===== config.mk =====
export PLATFORM = sky130hd
export DESIGN_NAME = pipeline_ctrl
export DESIGN_NICKNAME = d
export VERILOG_FILES = /design/src/rtl/pipeline_ctrl.sv
export SDC_FILE = /design/constraint.sdc
export NUM_CORES = 1
export LEC_CHECK = 0
export CAP_MARGIN = 20
export CORE_MARGIN = 2
export CORE_UTILIZATION = 46
export DETAILED_ROUTE_END_ITERATION = 8
export GPL_ROUTABILITY_DRIVEN = 0
export MAX_ROUTING_LAYER = met4
export PLACE_DENSITY_LB_ADDON = 0.12
export SLEW_MARGIN = 40
export SYNTH_ARGS = -nofsm -noshare
export SYNTH_HDL_FRONTEND = slang
export SYNTH_SLANG_ARGS = --single-unit

===== constraint.sdc =====
create_clock -name clk -period 5.36 [get_ports clk]
set_input_delay 1.072 -clock clk [delete_from_list [all_inputs] [get_ports clk]]
set_output_delay 1.072 -clock clk [all_outputs]
set_load 0.1 [all_outputs]

===== src/rtl/pipeline_ctrl.sv =====
// pipeline_ctrl: hazard and sequencing controller for the 5-stage RV32 pipeline.
// Operand forwarding, load-use and taken-branch hazards are resolved
// combinationally. A small FSM sequences data-memory wait states (M stage)
// and iterative mul/div occupancy (E stage).
// Stall/flush outputs react within the same cycle as the hazard, so they are
// decoded from the registered state plus the current inputs. MemErr is registered.

module pipeline_ctrl #(
    parameter int MULDIV_LATENCY = 4,
    parameter int MEM_TIMEOUT    = 255,
    parameter int CNT_WIDTH      = 8
) (
    input  logic       clk,
    input  logic       rst_n,
    input  logic [4:0] Rs1D,
    input  logic [4:0] Rs2D,
    input  logic [4:0] Rs1E,
    input  logic [4:0] Rs2E,
    input  logic [4:0] RdE,
    input  logic [4:0] RdM,
    input  logic [4:0] RdW,
    input  logic       RegWriteM,
    input  logic       RegWriteW,
    input  logic       LoadE,
    input  logic       PCSrcE,
    input  logic       MulDivE,
    input  logic       MemReqM,
    input  logic       MemReadyM,
    output logic [1:0] ForwardAE,
    output logic [1:0] ForwardBE,
    output logic       StallF,
    output logic       StallD,
    output logic       StallE,
    output logic       StallM,
    output logic       FlushD,
    output logic       FlushE,
    output logic       FlushM,
    output logic       FlushW,
    output logic       MulDivDoneE,
    output logic       MemErr
);

    typedef enum logic [1:0] {
        RUN     = 2'd0,
        MEMWAIT = 2'd1,
        MULDIV  = 2'd2
    } state_t;

    localparam logic [CNT_WIDTH-1:0] DIV_LOAD  = CNT_WIDTH'(MULDIV_LATENCY - 1);
    localparam logic [CNT_WIDTH-1:0] MEM_LIMIT = CNT_WIDTH'(MEM_TIMEOUT);
    localparam logic [CNT_WIDTH-1:0] CNT_ONE   = CNT_WIDTH'(1);

    state_t               state;
    logic [CNT_WIDTH-1:0] memcnt;
    logic [CNT_WIDTH-1:0] divcnt;
    logic                 mem_err;
    logic                 load_use;
    logic                 mem_wait;

    // M result has priority over W because it is the younger write; x0 never forwards
    function automatic logic [1:0] fwd_sel(
        input logic [4:0] rs,
        input logic       wr_m,
        input logic [4:0] rd_m,
        input logic       wr_w,
        input logic [4:0] rd_w
    );
        if (wr_m && (rd_m != 5'd0) && (rd_m == rs)) begin
            return 2'b10;
        end else if (wr_w && (rd_w != 5'd0) && (rd_w == rs)) begin
            return 2'b01;
        end else begin
            return 2'b00;
        end
    endfunction

    // Hazard detection terms shared by the output decode and the FSM
    always_comb begin
        load_use = LoadE && (RdE != 5'd0) && ((RdE == Rs1D) || (RdE == Rs2D));
        mem_wait = MemReqM && !MemReadyM;
    end

    // Output decode: reset drains the pipeline, otherwise the state picks the stall/flush pattern
    always_comb begin
        ForwardAE   = 2'b00;
        ForwardBE   = 2'b00;
        StallF      = 1'b0;
        StallD      = 1'b0;
        StallE      = 1'b0;
        StallM      = 1'b0;
        FlushD      = 1'b0;
        FlushE      = 1'b0;
        FlushM      = 1'b0;
        FlushW      = 1'b0;
        MulDivDoneE = 1'b0;
        if (!rst_n) begin
            FlushD = 1'b1;
            FlushE = 1'b1;
            FlushM = 1'b1;
            FlushW = 1'b1;
        end else begin
            ForwardAE = fwd_sel(Rs1E, RegWriteM, RdM, RegWriteW, RdW);
            ForwardBE = fwd_sel(Rs2E, RegWriteM, RdM, RegWriteW, RdW);
            unique case (state)
                RUN: begin
                    if (mem_wait) begin
                        StallF = 1'b1;
                        StallD = 1'b1;
                        StallE = 1'b1;
                        StallM = 1'b1;
                        FlushW = 1'b1;
                    end else if (MulDivE) begin
                        StallF = 1'b1;
                        StallD = 1'b1;
                        StallE = 1'b1;
                        FlushM = 1'b1;
                    end else begin
                        FlushD = PCSrcE;
                        FlushE = PCSrcE || load_use;
                        StallF = load_use && !PCSrcE;
                        StallD = load_use && !PCSrcE;
                    end
                end
                MEMWAIT: begin
                    if (!MemReadyM) begin
                        StallF = 1'b1;
                        StallD = 1'b1;
                        StallE = 1'b1;
                        StallM = 1'b1;
                        FlushW = 1'b1;
                    end else begin
                        // A branch resolved while E was frozen is acted on as the pipeline moves
                        FlushD = PCSrcE;
                        FlushE = PCSrcE || load_use;
                        StallF = load_use && !PCSrcE;
                        StallD = load_use && !PCSrcE;
                    end
                end
                MULDIV: begin
                    if (divcnt != '0) begin
                        StallF = 1'b1;
                        StallD = 1'b1;
                        StallE = 1'b1;
                        FlushM = 1'b1;
                    end else begin
                        MulDivDoneE = 1'b1;
                        FlushD      = PCSrcE;
                        FlushE      = PCSrcE || load_use;
                    end
                end
                default: begin
                    FlushD = PCSrcE;
                    FlushE = PCSrcE || load_use;
                end
            endcase
        end
        MemErr = mem_err;
    end

    // Sequencer: tracks memory wait length and mul/div occupancy, raises the sticky timeout flag
    always_ff @(posedge clk or negedge rst_n) begin
        if (!rst_n) begin
            state   <= RUN;
            memcnt  <= '0;
            divcnt  <= '0;
            mem_err <= 1'b0;
        end else begin
            unique case (state)
                RUN: begin
                    if (mem_wait) begin
                        memcnt <= CNT_ONE;
                        if (MEM_LIMIT <= CNT_ONE) begin
                            mem_err <= 1'b1;
                        end
                        state <= MEMWAIT;
                    end else if (MulDivE) begin
                        divcnt <= DIV_LOAD;
                        state  <= MULDIV;
                    end
                end
                MEMWAIT: begin
                    if (MemReadyM) begin
                        memcnt <= '0;
                        state  <= RUN;
                    end else begin
                        if (memcnt < MEM_LIMIT) begin
                            memcnt <= memcnt + CNT_ONE;
                        end
                        if (memcnt >= (MEM_LIMIT - CNT_ONE)) begin
                            mem_err <= 1'b1;
                        end
                    end
                end
                MULDIV: begin
                    if (divcnt != '0) begin
                        divcnt <= divcnt - CNT_ONE;
                    end else begin
                        state <= RUN;
                    end
                end
                default: begin
                    state <= RUN;
                end
            endcase
        end
    end

endmodule


==> impl_summary.md <==
Outcome
The flow ran to the end, and the final reports show no timing, DRC or antenna violations.

Final layout
The post-route netlist has about an eighth of its cells at a drive strength greater than 1. The synthesis-to-finish area growth is 41.6%. The area taken by multi-input logic gates is 0.00105 mm2. The library cells used most frequently in the layout, excluding fill and tap cells, are sky130_fd_sc_hd__clkdlybuf4s50_1, sky130_fd_sc_hd__xor2_1, sky130_fd_sc_hd__dfrtp_1.

The library cell used most frequently in the layout, excluding fill and tap cells, is sky130_fd_sc_hd__clkdlybuf4s50_1. The count of inserted antenna diode cells is 0. The net count reported at finish is 286. The number of filler cells placed in the layout is between 200 and 300. The footprint of the flip-flops and latches is between 400 and 500 um2.

Power
The highest ir drop seen on vdd is 302 uV. The power density over the cells is 341 mW/mm2. The power consumption is between 700 and 800 uW. The sequential group share of total power is 32.7%. For this design the static power due to leakage is roughly 0.00090 uW. The switching power share of the total is 51.2%.

The clock network is responsible for 10.2% of the overall power. Cell internal power was estimated by the tool at 368 uW. The switching power is 386 uW. The power share of the combinational group is 57.1%.

Global routing
The wire length of the first global-routing pass is 7.20 mm. The number of global-route vias before repair is about 1,700. The number of antenna violations at the first check in global routing is 0. The combined global-route utilization of all metal layers is 23.0%. For this run the aggregate overflow at the end of global routing stands at 0. Entering global routing, the biggest net connects 29 pins.

Setup path
The data required time of the critical path is 4.29 ns. The data arrival at the endpoint of the critical path is 3.07 ns. The kind of start point of the critical path is a primary input. The critical path endpoint category is a primary output.

The worst setup path is of the in2out kind. The family of cells with the greatest summed delay on the critical path is simple AND/OR/NAND/NOR gates. The count of buffering cells on the critical path with inverters included is 2.

The critical path goes through clkdlybuf4s50_1 -> or4_1 -> o21ai_0 -> nor4_1 -> nor4_2 -> buf_12. The delay of the slowest cell on the worst path is 0.55 ns. The worst-path cell with the longest stage delay is sky130_fd_sc_hd__or4_1. Of all nets on the critical path, the largest fanout is 3.

Floorplan
The die is 62.3 um tall. In this run the standard cell core region covers ~0.0033 mm2. In this run the horizontal extent of the chip is a little over 60 um. The floorplan has 21 rows. For this configuration, the core starts out at a cell density of 47.2%. The I/O pin count is 58.

The die footprint is 0.00388 mm2.

Routing
The count of routing violations after the opening detailed-route iteration is 108. In the routed design, unresolved DRC markers number 0. The total vias in the final route is 1,612. Before antenna repair, the detailed router went through 4 iterations. The wire length per cell after detailed routing is 14.7 um. Once detail routing completed, the nets flagged for antenna violations numbered 0. The final wirelength is 4.16 mm. After detailed routing, the number of vias per cell comes to roughly 5.7.

Yosys
The number of unique standard cell types used by synthesis is 45. Counting flops and latches in the post-synthesis netlist gives 19. The synthesized area is 0.00156 mm2. Among all flip-flop cells after synthesis, the most frequent one is sky130_fd_sc_hd__dfrtp_1. The post-synthesis cell count is ~180. The share of synthesized area occupied by flip-flops and latches is between 30 and 40%. After synthesis, the largest area contributor takes up 30.4% of total cell area. The number of synthesis warnings is 0. The number of nets produced by synthesis is 227. The synthesized design spends more area on one cell type than any other, namely sky130_fd_sc_hd__dfrtp_1. Ranked by total cell area, the synthesized netlist is headed by sky130_fd_sc_hd__dfrtp_1, sky130_fd_sc_hd__xor2_1, sky130_fd_sc_hd__or4_1. The fraction of registers with async set/reset is 100%. The average size of a mapped cell is 8.72 um2. Counting flops with a built-in enable in the synthesized netlist gives 0.

Job
The tool flagged a number of max-cap violations equal to 0.

Placed design
Detailed placement finished with a half-perimeter wire length of 3.36 mm. The total of buffers placed on input and output ports is 57. At the placement stage, the worst setup path has a slack of roughly 1.2 ns.

Timing
For the final routed database, the setup TNS stands at 0 ns. The number of hold-slack violations in the final timing report is 0. The worst-case headroom to the max-slew limit is about three fifths. On the final layout, the worst hold slack is approximately 0.49 ns. The transition time of the tightest slew-check pin is 0.620 ns. The post-layout minimum cycle time is slightly above 4 ns. Setup repair after global routing left no endpoint under its margin. For this run, the top clock speed supported by timing is 0.241 GHz. The slack of the critical path is 1.22 ns. The max-slew violation count is 0.

In the finished design, the share of the clock period the worst path needs comes to 77.3%. The final-report setup violation count is 0. The maximum clock skew at final layout is between 0.007 and 0.008 ns.

Clocking
Post-CTS repair changed the size of 0 cells. After clock tree synthesis, the clock-pin slew on the worst setup and hold paths is 0.12 ns. The tree built by TritonCTS fans out to 19 sinks. The tree is rooted in a sky130_fd_sc_hd__clkbuf_4. The CTS tree is built. The hold buffer count at cts is 0. The count of H-tree levels built during CTS is 1.

Counting the buffers created by CTS gives 3. The number of setup buffers added after CTS is 0. The clock passes through at most 2 buffers. Clock latency on the worst-skew pair, taken at its later pin, is approximately 0.31 ns.

Min path
The min-delay analysis places its worst path in the category reg2reg.
-- state kept, by name (all words and copies together), names as in the netlist --
signal  flops
state       2
divcnt      8
MemErr      1
memcnt      8
-- area by class of cell --
| type | count | share of cell area (%) |
|---|---|---|
| clock buffer | 4 | 1.19 |
| inverter | 10 | 1.70 |
| multi-input combinational | 146 | 47.4 |
| sequential | 19 | 21.5 |
| tap | 46 | 2.60 |
| timing repair buffer | 58 | 25.6 |
-- worst register-to-register path: stages (launching register included) --
cell,delay [ns]
sky130_fd_sc_hd__dfrtp_1,0.41
sky130_fd_sc_hd__inv_1,0.11
sky130_fd_sc_hd__ha_1,0.15
sky130_fd_sc_hd__or3b_2,0.50
sky130_fd_sc_hd__o21ai_2,0.41
sky130_fd_sc_hd__nand2_2,0.12
sky130_fd_sc_hd__mux2_2,0.28
-- worst paths after layout --
check                               end  slack, ns  cells past startpoint      start
setup / recovery           ForwardAE[0]       1.22                      6     RdM[1]
hold / removal                   MemErr       0.49                      1     MemErr
setup reg to reg              divcnt[0]       3.29                      6  divcnt[0]
hold reg to reg                  MemErr       0.49                      1     MemErr
max in group asynchronous      state[1]       3.92                      2      rst_n
min in group asynchronous     memcnt[7]       1.19                      2      rst_n
-- through the flow --
step | utilization, % | instances | area (um2)
3_3_place_gp | 66.1 | 279 | 2190
5_1_grt | 66.8 | 283 | 2210
6_report | 66.8 | 283 | 2210
3_5_place_dp | 66.0 | 279 | 2180
4_1_cts | 66.8 | 283 | 2210
2_1_floorplan | - | 179 | 1590
-- layer usage --
layer,share of wire (%),GRT usage [%]
met5,0,-
met1,41,26.2
met2,50,41.0
met4,1.3,7.22
met3,7.8,4.35
-- synthesized netlist by cell type (3+ instances only) --
master and count:
sky130_fd_sc_hd__nand2_1 6, sky130_fd_sc_hd__or4_1 10, sky130_fd_sc_hd__o21bai_1 3, sky130_fd_sc_hd__xnor2_1 6, sky130_fd_sc_hd__o21ai_0 5, sky130_fd_sc_hd__o31ai_1 3
sky130_fd_sc_hd__a21oi_1 8, sky130_fd_sc_hd__inv_1 10, sky130_fd_sc_hd__nor2_1 12, sky130_fd_sc_hd__xor2_1 25, sky130_fd_sc_hd__nand4_1 3, sky130_fd_sc_hd__dfrtp_1 19
sky130_fd_sc_hd__and2_1 3, sky130_fd_sc_hd__o211ai_1 7, sky130_fd_sc_hd__nand3_1 7, sky130_fd_sc_hd__nor3_1 7, sky130_fd_sc_hd__nor4_1 6, sky130_fd_sc_hd__ha_1 4
sky130_fd_sc_hd__o2111ai_1 3
-- cells by family after synthesis --
kind of cell / count (synthesis) / share of synthesized area, %
XOR/XNOR: 31 / 17.4
buffers and inverters: 14 / 3.93
AND/OR/NAND/NOR: 67 / 24.7
AO/OA/AOI/OAI: 43 / 19.6
adder cells (fa/ha/maj): 4 / 3.21
multiplexers: 1 / 0.721
flip-flops: 19 / 30.4
-- power groups by stage --
| stage | clock network, uW | logic [uW] | registers (uW) |
|---|---|---|---|
| 3_3_place_gp | 0 | 420 | 242 |
| 2_1_floorplan | 0 | 343 | 224 |
| 3_5_place_dp | 0 | 433 | 247 |
| 5_1_grt | 82.4 | 472 | 257 |
| 6_report | 77.0 | 431 | 247 |
| 4_1_cts | 77.2 | 434 | 245 |
No activity file was read; power rests on OpenSTA's default activity.
